===== config.mk =====
export PLATFORM = sky130hd
export DESIGN_NAME = game_phase_sequencer
export DESIGN_NICKNAME = d
export VERILOG_FILES = /design/src/rtl/game_phase_sequencer.sv
export SDC_FILE = /design/constraint.sdc
export NUM_CORES = 1
export LEC_CHECK = 0
export ABC_AREA = 1
export CAP_MARGIN = 20
export CORE_UTILIZATION = 58
export CTS_CLUSTER_SIZE = 16
export DETAILED_ROUTE_END_ITERATION = 10
export MAX_ROUTING_LAYER = met4
export PLACE_DENSITY = 0.79
export SYNTH_ARGS = -nofsm -noshare
export SYNTH_HDL_FRONTEND = slang
export SYNTH_SLANG_ARGS = --single-unit

===== constraint.sdc =====
create_clock -name Clk100M -period 3.8 [get_ports Clk100M]
set_input_delay 0.95 -clock Clk100M [delete_from_list [all_inputs] [get_ports Clk100M]]
set_output_delay 0.95 -clock Clk100M [all_outputs]
set_load 0.02 [all_outputs]

===== src/rtl/game_phase_sequencer.sv =====
// Game phase sequencer: walks each level through PRELIM, GAME, ANSWER and POST,
// counting seconds down on Tick1Hz, and produces the level-scaled ClkSymGen pulse.
module game_phase_sequencer #(
    parameter int unsigned PRELIM_SEC = 3,
    parameter int unsigned GAME_SEC   = 30,
    parameter int unsigned ANSWER_SEC = 10,
    parameter int unsigned POST_SEC   = 3,
    parameter int unsigned NUM_LEVELS = 4,
    parameter int unsigned TIME_W     = 6,
    parameter int unsigned SYM_BASE   = 100000000,
    parameter int unsigned SYM_STEP   = 5000000,
    parameter int unsigned SYM_MIN    = 10000000
) (
    input  logic              Clk100M,
    input  logic              reset,
    input  logic              Start,
    input  logic              Tick1Hz,
    input  logic              AnswerDone,
    output logic              prelimPeriod,
    output logic              gamePeriod,
    output logic              answerPeriod,
    output logic              postPeriod,
    output logic [2:0]        level,
    output logic [TIME_W-1:0] secLeft,
    output logic              levelChng,
    output logic              ClkSymGen,
    output logic              gameOver
);

    typedef enum logic [2:0] {
        S_IDLE,
        S_PRELIM,
        S_GAME,
        S_ANSWER,
        S_POST,
        S_DONE
    } state_t;

    state_t            state_q, state_d;
    logic [2:0]        level_q, level_d;
    logic [TIME_W-1:0] sec_left_q, sec_left_d;
    logic              level_chng_q, level_chng_d;
    logic              clk_sym_gen_q, clk_sym_gen_d;
    logic              game_over_q, game_over_d;
    logic              prelim_q, prelim_d;
    logic              game_q, game_d;
    logic              answer_q, answer_d;
    logic              post_q, post_d;
    logic [31:0]       sym_max_q, sym_max_d;
    logic [31:0]       sym_cnt_q, sym_cnt_d;

    logic              sec_last;
    logic [2:0]        level_inc;
    logic [31:0]       sym_step;
    logic [31:0]       sym_diff;

    // Next-state, countdown, symbol-rate counter and registered output decode
    always_comb begin
        state_d       = state_q;
        level_d       = level_q;
        sec_left_d    = sec_left_q;
        level_chng_d  = 1'b0;
        clk_sym_gen_d = 1'b0;
        game_over_d   = game_over_q;
        sym_max_d     = sym_max_q;
        sym_cnt_d     = sym_cnt_q;

        sec_last  = Tick1Hz && (sec_left_q <= TIME_W'(1));
        level_inc = level_q + 3'd1;
        sym_step  = SYM_STEP * {29'd0, level_inc};
        sym_diff  = sym_max_q - sym_step;

        case (state_q)
            S_IDLE, S_DONE: begin
                if (Start) begin
                    state_d      = S_PRELIM;
                    level_d      = 3'd1;
                    sec_left_d   = TIME_W'(PRELIM_SEC);
                    sym_max_d    = SYM_BASE;
                    game_over_d  = 1'b0;
                    level_chng_d = 1'b1;
                end
            end
            S_PRELIM: begin
                if (sec_last) begin
                    state_d    = S_GAME;
                    sec_left_d = TIME_W'(GAME_SEC);
                    sym_cnt_d  = '0;
                end else if (Tick1Hz) begin
                    sec_left_d = sec_left_q - TIME_W'(1);
                end
            end
            S_GAME: begin
                if (sym_cnt_q == sym_max_q - 32'd1) begin
                    sym_cnt_d     = '0;
                    clk_sym_gen_d = 1'b1;
                end else begin
                    sym_cnt_d = sym_cnt_q + 32'd1;
                end
                // A terminal count on the exit cycle is dropped so the pulse never lands outside GAME
                if (sec_last) begin
                    state_d       = S_ANSWER;
                    sec_left_d    = TIME_W'(ANSWER_SEC);
                    sym_cnt_d     = '0;
                    clk_sym_gen_d = 1'b0;
                end else if (Tick1Hz) begin
                    sec_left_d = sec_left_q - TIME_W'(1);
                end
            end
            S_ANSWER: begin
                if (AnswerDone || sec_last) begin
                    state_d    = S_POST;
                    sec_left_d = TIME_W'(POST_SEC);
                end else if (Tick1Hz) begin
                    sec_left_d = sec_left_q - TIME_W'(1);
                end
            end
            S_POST: begin
                if (sec_last) begin
                    if (level_q == 3'(NUM_LEVELS)) begin
                        state_d     = S_DONE;
                        game_over_d = 1'b1;
                        sec_left_d  = '0;
                    end else begin
                        state_d      = S_PRELIM;
                        level_d      = level_inc;
                        level_chng_d = 1'b1;
                        sec_left_d   = TIME_W'(PRELIM_SEC);
                        if ((sym_step > sym_max_q) || (sym_diff < SYM_MIN))
                            sym_max_d = SYM_MIN;
                        else
                            sym_max_d = sym_diff;
                    end
                end else if (Tick1Hz) begin
                    sec_left_d = sec_left_q - TIME_W'(1);
                end
            end
            default: begin
                state_d = S_IDLE;
            end
        endcase

        prelim_d = (state_d == S_PRELIM);
        game_d   = (state_d == S_GAME);
        answer_d = (state_d == S_ANSWER);
        post_d   = (state_d == S_POST);
    end

    // State and output registers with synchronous active-high reset
    always_ff @(posedge Clk100M) begin
        if (reset) begin
            state_q       <= S_IDLE;
            level_q       <= '0;
            sec_left_q    <= '0;
            level_chng_q  <= 1'b0;
            clk_sym_gen_q <= 1'b0;
            game_over_q   <= 1'b0;
            prelim_q      <= 1'b0;
            game_q        <= 1'b0;
            answer_q      <= 1'b0;
            post_q        <= 1'b0;
            sym_max_q     <= SYM_BASE;
            sym_cnt_q     <= '0;
        end else begin
            state_q       <= state_d;
            level_q       <= level_d;
            sec_left_q    <= sec_left_d;
            level_chng_q  <= level_chng_d;
            clk_sym_gen_q <= clk_sym_gen_d;
            game_over_q   <= game_over_d;
            prelim_q      <= prelim_d;
            game_q        <= game_d;
            answer_q      <= answer_d;
            post_q        <= post_d;
            sym_max_q     <= sym_max_d;
            sym_cnt_q     <= sym_cnt_d;
        end
    end

    assign prelimPeriod = prelim_q;
    assign gamePeriod   = game_q;
    assign answerPeriod = answer_q;
    assign postPeriod   = post_q;
    assign level        = level_q;
    assign secLeft      = sec_left_q;
    assign levelChng    = level_chng_q;
    assign ClkSymGen    = clk_sym_gen_q;
    assign gameOver     = game_over_q;

endmodule


**After elaboration in Yosys (flattened, before gate mapping)**

Index checks and enable logic that the tools add are counted.

- Reductions and logical operators: 13
- Eq/ne operators: 16
- $mul: 1
- Bitwise operators: 1
- Order comparisons: 3
- $add $sub $neg: 5
- Muxes and demuxes: 37

Operators with widths:

| cell | number |
|---|---|
| $mux 32 | 7 |
| $pmux 32 s2 | 2 |
| $mux 6 | 6 |
| $add 32x1->32 const B | 1 |
| $eq 32x32->1 | 1 |
| $gt 26x32->1 | 1 |
| $lt 32x24->1 const B | 1 |
| $sub 32x1->32 const B | 1 |
| $sub 32x26->32 | 1 |
| $pmux 6 s5 | 1 |
| $mux 3 | 9 |
| $mul 17x3->20 const A | 1 |
| $pmux 3 s5 | 1 |
| $eq 3x2->1 const B | 4 |
| $eq 3x3->1 const B | 4 |
| $ne 2x2->1 const B | 5 |
| $reduce_and 4->1 | 2 |
| $mux 1 | 7 |
| $eq 3x1->1 const B | 2 |
| $le 6x1->1 const B | 1 |
| $pmux 3 s2 | 1 |
| $sub 6x1->6 const B | 1 |
| $reduce_bool 5->1 | 1 |
| $pmux 1 s2 | 2 |
| 10 further kinds | 13 |

- Bits in registers: 83
- Bits of input ports: 5
- Output and inout port bits: 16
- Word-level logic and storage cells: 88

**Depth between registers and ports, before layout**

- Depth in word-level cells: 9
- Mapped depth: 34
- Depth with buffers taken out: 33

**Least setup slack after synthesis**

OpenSTA, ideal clock, no wires.

- Path type: reg-to-reg
- Start point: reg level_q[0], in the netlist level[0]
- End point: reg sym_max_q[22]
- Period minus slack after synthesis: 4.351 ns
- Arrival: 4.238 ns
- Data required time: 3.688 ns
- Path slack: -0.551 ns
- Setup time: 0.112 ns
- Path buffers: 2
- Cell stages (with the launch flop): 31
- Cell sequence: dfxtp_1 > inv_1 > ha_1 > clkbuf_1 > xor2_1 > inv_1 > ha_1 > ha_1 > nor2_1 > inv_1 > a31oi_1 > inv_1 > nand2_1 > xor2_1 > ha_1 > nand2_2 > inv_1 > nand2_1 > nand2_1 > a21oi_1 > nand2_1 > nand2_1 > nand2_1 > xnor2_1 > nor2_2 > nand3_2 > buf_6 > nand3b_1 > nand2_1 > nand2_1 > nand2_1

- Cells in the longest elaborated chain, start to end: 9
- Elaborated cells between the ends (all ways): 13
- Classes of those cells: add/sub: 2; mul: 1; order compare: 2; eq/ne: 2; mux: 4; reduce/logical: 2

RTL lines:

| item | RTL line | text |
|---|---|---|
| start, declared | 40 | `logic [2:0] level_q, level_d;` |
| start signal, assigned | 166 | `level_q <= level_d;` |
| $add 3x1->3 | 69 | `level_inc = level_q + 3'd1;` |
| $mul 17x3->20 | 70 | `sym_step = SYM_STEP * {29'd0, level_inc};` |
| $sub 32x26->32 | 71 | `sym_diff = sym_max_q - sym_step;` |
| $lt 32x24->1 | 129 | `if ((sym_step > sym_max_q) \|\| (sym_diff < SYM_MIN))` |
| $logic_or 1x1->1 | 129 |  |
| $mux 32 | 129 |  |
| $mux 32 | 120 | `if (level_q == 3'(NUM_LEVELS)) begin` |
| $mux 32 | 119 | `if (sec_last) begin` |
| $pmux 32 s2 | 73 | `case (state_q)` |
| end signal, assigned | 175 | `sym_max_q <= sym_max_d;` |
| end, declared | 49 | `logic [31:0] sym_max_q, sym_max_d;` |

Several ways; a longest one is shown, not always the timed one. The select of a mux whose other input is x is not followed.
A chain may end at the register's enable or synchronous reset.

**Worst setup path after layout**

- Start point: reg level_q[0], in the netlist level[0]
- End point: reg sym_max_q[10]

The elaborated chain is that of the path after synthesis.

==> out/summary.txt <==
Syn Inst Count - 1296
Max Clock Skew - 0.00834 ns
DPL Wire Length - 16900 µm
number of global-route vias before repair - 7927
Slew @ Worst Pin - 0.801 ns
worst setup margin - -0.325 ns
Setup Slack @ Placement - -0.355 ns
via count - 8523
clk sink count - 77
Crit Path Max Fanout - 6
CTS tree - yes
Synth area leaders - dfxtp_1 (20%), nand2_1 (19%), inv_1 (10%), xor2_1 (6.2%), ha_1 (5.8%)
Post-synth ARST share - 0%
H-tree depth - 3
routed length per placed instance - 14.9 µm
status - finished with violations
Post-Syn Area - 7780 µm²
Die Ht - 118 µm
Total GRT Usage - 33.8%
Final GP Congestion - 0.988
antenna fix cells - 0
Leakage - 0.00442 µW
grt ovf - 0
WS Path Type - reg -> reg
Netlist cell types - 51
clock latency on the worst-skew pair - 0.35 ns
Post-Route WL - 23200 µm
Worst setup EP type - flop
I/O Buffers - 20
EDFF count, synth - 0
worst vdd ir - 0.000394 V
footprint of the multi-input gates - 5690 µm²
Critical Path Start Type - flop
die area - 13900 µm²
failing checks - setup timing
pin count of the biggest net entering global routing - 50
Layout fillers - 1037
cts bufs inserted - 9
Power Dens Cells - 506 nW/µm²
RR Startpoint - level[0]$_SDFFE_PP0P_
sequential fraction of the synthesis area - 19.8%
Post-synth top cells - nand2_1 (384), inv_1 (212), nor2_1 (113)
CP Data Arrival Time - 4.40 ns
Routed Antenna Nets - 0
area grow syn2layout - 21.4%
yosys warns - 0
worst hold margin - 0.477 ns
initial antenna violation count - 0
Period Utilization, post-route - 109%
Max Fclk - 0.242 GHz
Yosys top cell by area - dfxtp_1
initial core utilization - 60.6%
Max Slew Vio Count - 0
drc violations - 0
Hold Crit Class - reg -> reg
Synth Register Bits - 77
Worst path max stage delay - 0.38 ns
CP Data Required Time - 4.08 ns
syn_nets - 1338
layout cells sized above 1 - 21.8%
Mean Syn Cell Area - 6.00 µm²
Hold-fix buffers, CTS - 0
critical path's slowest cell - dfxtp_4
Fin. Hold Viols - 0
crit path launch - level[0]$_SDFFE_PP0P_
root buffer cell - clkbuf_16
Top FF cell, synth - dfxtp_1
minimum clock period - 4.12 ns
final setup fails - 26
Max Cap Viol - 0
DR vias/cell - 5.49
Pre-antenna DRT Iters - 6
most numerous cell in the Yosys netlist - nand2_1
wire length of the first global-routing pass - 37100 µm
Core Area - 12800 µm²
Rows - 41
hold_sp - gameOver$_SDFFE_PP0P_
IO Pins - 21
unrepaired setup endpoints after global routing - true
register area - 1550 µm²
Die X - 118 µm
relative slew slack - 46.5%
clk slew on worst S/H paths - 0.07 ns
# nets final - 1418
DRT iter0 DRCs - 793
share of the synthesized area in the top cell type - 19.8%
CTS max path bufs - 2
cell usage in the layout, fill, tap and decap left out, types with 5 or more instances in the layout:
| cell | netlist | layout |
|---|---|---|
| nand2_2 | 9 | 58 |
| o21ai_0 | 40 | 35 |
| ha_4 | 0 | 6 |
| nand2_4 | 2 | 5 |
| nor3_1 | 22 | 22 |
| clkdlybuf4s50_1 | 0 | 19 |
| or2_2 | 7 | 6 |
| ha_1 | 36 | 27 |
| inv_6 | 0 | 5 |
| dfxtp_1 | 77 | 75 |
| buf_6 | 2 | 5 |
| clkbuf_16 | 0 | 9 |
| nor2_1 | 113 | 105 |
| nand3b_1 | 15 | 15 |
| inv_1 | 212 | 203 |
| nand2_1 | 384 | 332 |
| inv_2 | 5 | 12 |
| xor2_1 | 55 | 53 |
| a21oi_2 | 22 | 29 |
| nand3_1 | 76 | 64 |
| a21oi_1 | 60 | 52 |
| nor2_2 | 14 | 17 |
| nand3_2 | 27 | 37 |
| buf_4 | 0 | 72 |
| xnor2_1 | 17 | 14 |
| nand4_1 | 25 | 25 |
| a211oi_1 | 5 | 5 |
| nor2_4 | 2 | 7 |
final timing paths:
| kind | endpoint | slack (ns) | cells past startpoint |
|---|---|---|---|
| worst max-delay path | sym_max_q[10]$_SDFFE_PP0P_ | -0.32 | 29 |
| worst min-delay path | gameOver$_SDFFE_PP0P_ | 0.48 | 2 |
| worst max register to register | sym_max_q[10]$_SDFFE_PP0P_ | -0.32 | 29 |
| worst min register to register | gameOver$_SDFFE_PP0P_ | 0.48 | 2 |
metal layers:
metal | part of all wire [%] | wire length (µm) | vias to the layer above | global-route usage (%)
met3 | 6.2 | 1440 | 71 | 5.57
met1 | 43 | 10100 | 3866 | 42.2
met2 | 47 | 10800 | 329 | 53.8
met4 | 3.8 | 871 | 0 | 14.1
met5 | 0 | 0 | - | -
li1 | - | - | 4257 | -
sequential cells by signal (all words and copies together), names as in the netlist:
name / cells
sym_max_q: 26
levelChng: 1
state_q: 3
ClkSymGen: 1
answerPeriod: 1
level: 3
sym_cnt_q: 32
gamePeriod: 1
postPeriod: 1
gameOver: 1
prelimPeriod: 1
secLeft: 6
area by class of cell:
type	count	area share [%]
Multi-Input combinational cell	968	60.2
Sequential cell	77	16.4
Timing Repair Buffer	101	9.23
Inverter	219	8.78
Clock buffer	9	2.38
Tap cell	172	2.28
Clock inverter	7	0.676
critical path: cells and delay by family (launching register included):
family | cells | cell delay [ns]
xor+xnor | 2 | 0.34
simple gates | 15 | 1.52
compound gates | 2 | 0.36
flops | 1 | 0.38
fa+ha+maj | 4 | 0.94
buf+inv | 6 | 0.50
power by group:
part / switching, µW / internal, µW / total [µW] / leakage (µW)
sequential: 136 / 897 / 1030 / 0.000626
clock: 394 / 459 / 853 / 0.000143
combinational: 1710 / 1170 / 2890 / 0.00365
total: 2250 / 2530 / 4780 / 0.00442
stage by stage:
step | instance area, µm² | total power (µW) | util (%) | instances | setup TNS (ns)
2_1_floorplan | 7840 | 2670 | - | 1296 | -0.00906
3_3_place_gp | 8550 | 3430 | 66.7 | 1517 | -5.66
3_5_place_dp | 8550 | 3450 | 66.7 | 1517 | -6.13
4_1_cts | 9080 | 4440 | 70.8 | 1542 | -4.02
5_1_grt | 9450 | 5120 | 73.6 | 1553 | -10.54
6_report | 9450 | 4780 | 73.6 | 1553 | -6.39
cell families after synthesis:
kind of cell    after synthesis  share of synthesized area (%)
fa+ha+maj                    37                           6.05
compound gates              145                           11.1
simple gates                714                           42.2
flops                        77                           19.8
buf+inv                     251                           12.7
xor+xnor                     72                           8.11
timing repair:
item                                    in CTS  in global routing
resized for setup                           41                 83
endpoints found under the setup margin      26                 26
gates cloned                                 1                  0
buffers inserted                             8                 12
endpoints found under the hold margin        0                  0
pin swaps                                   30                 51
(Power assumes the default switching activity.)
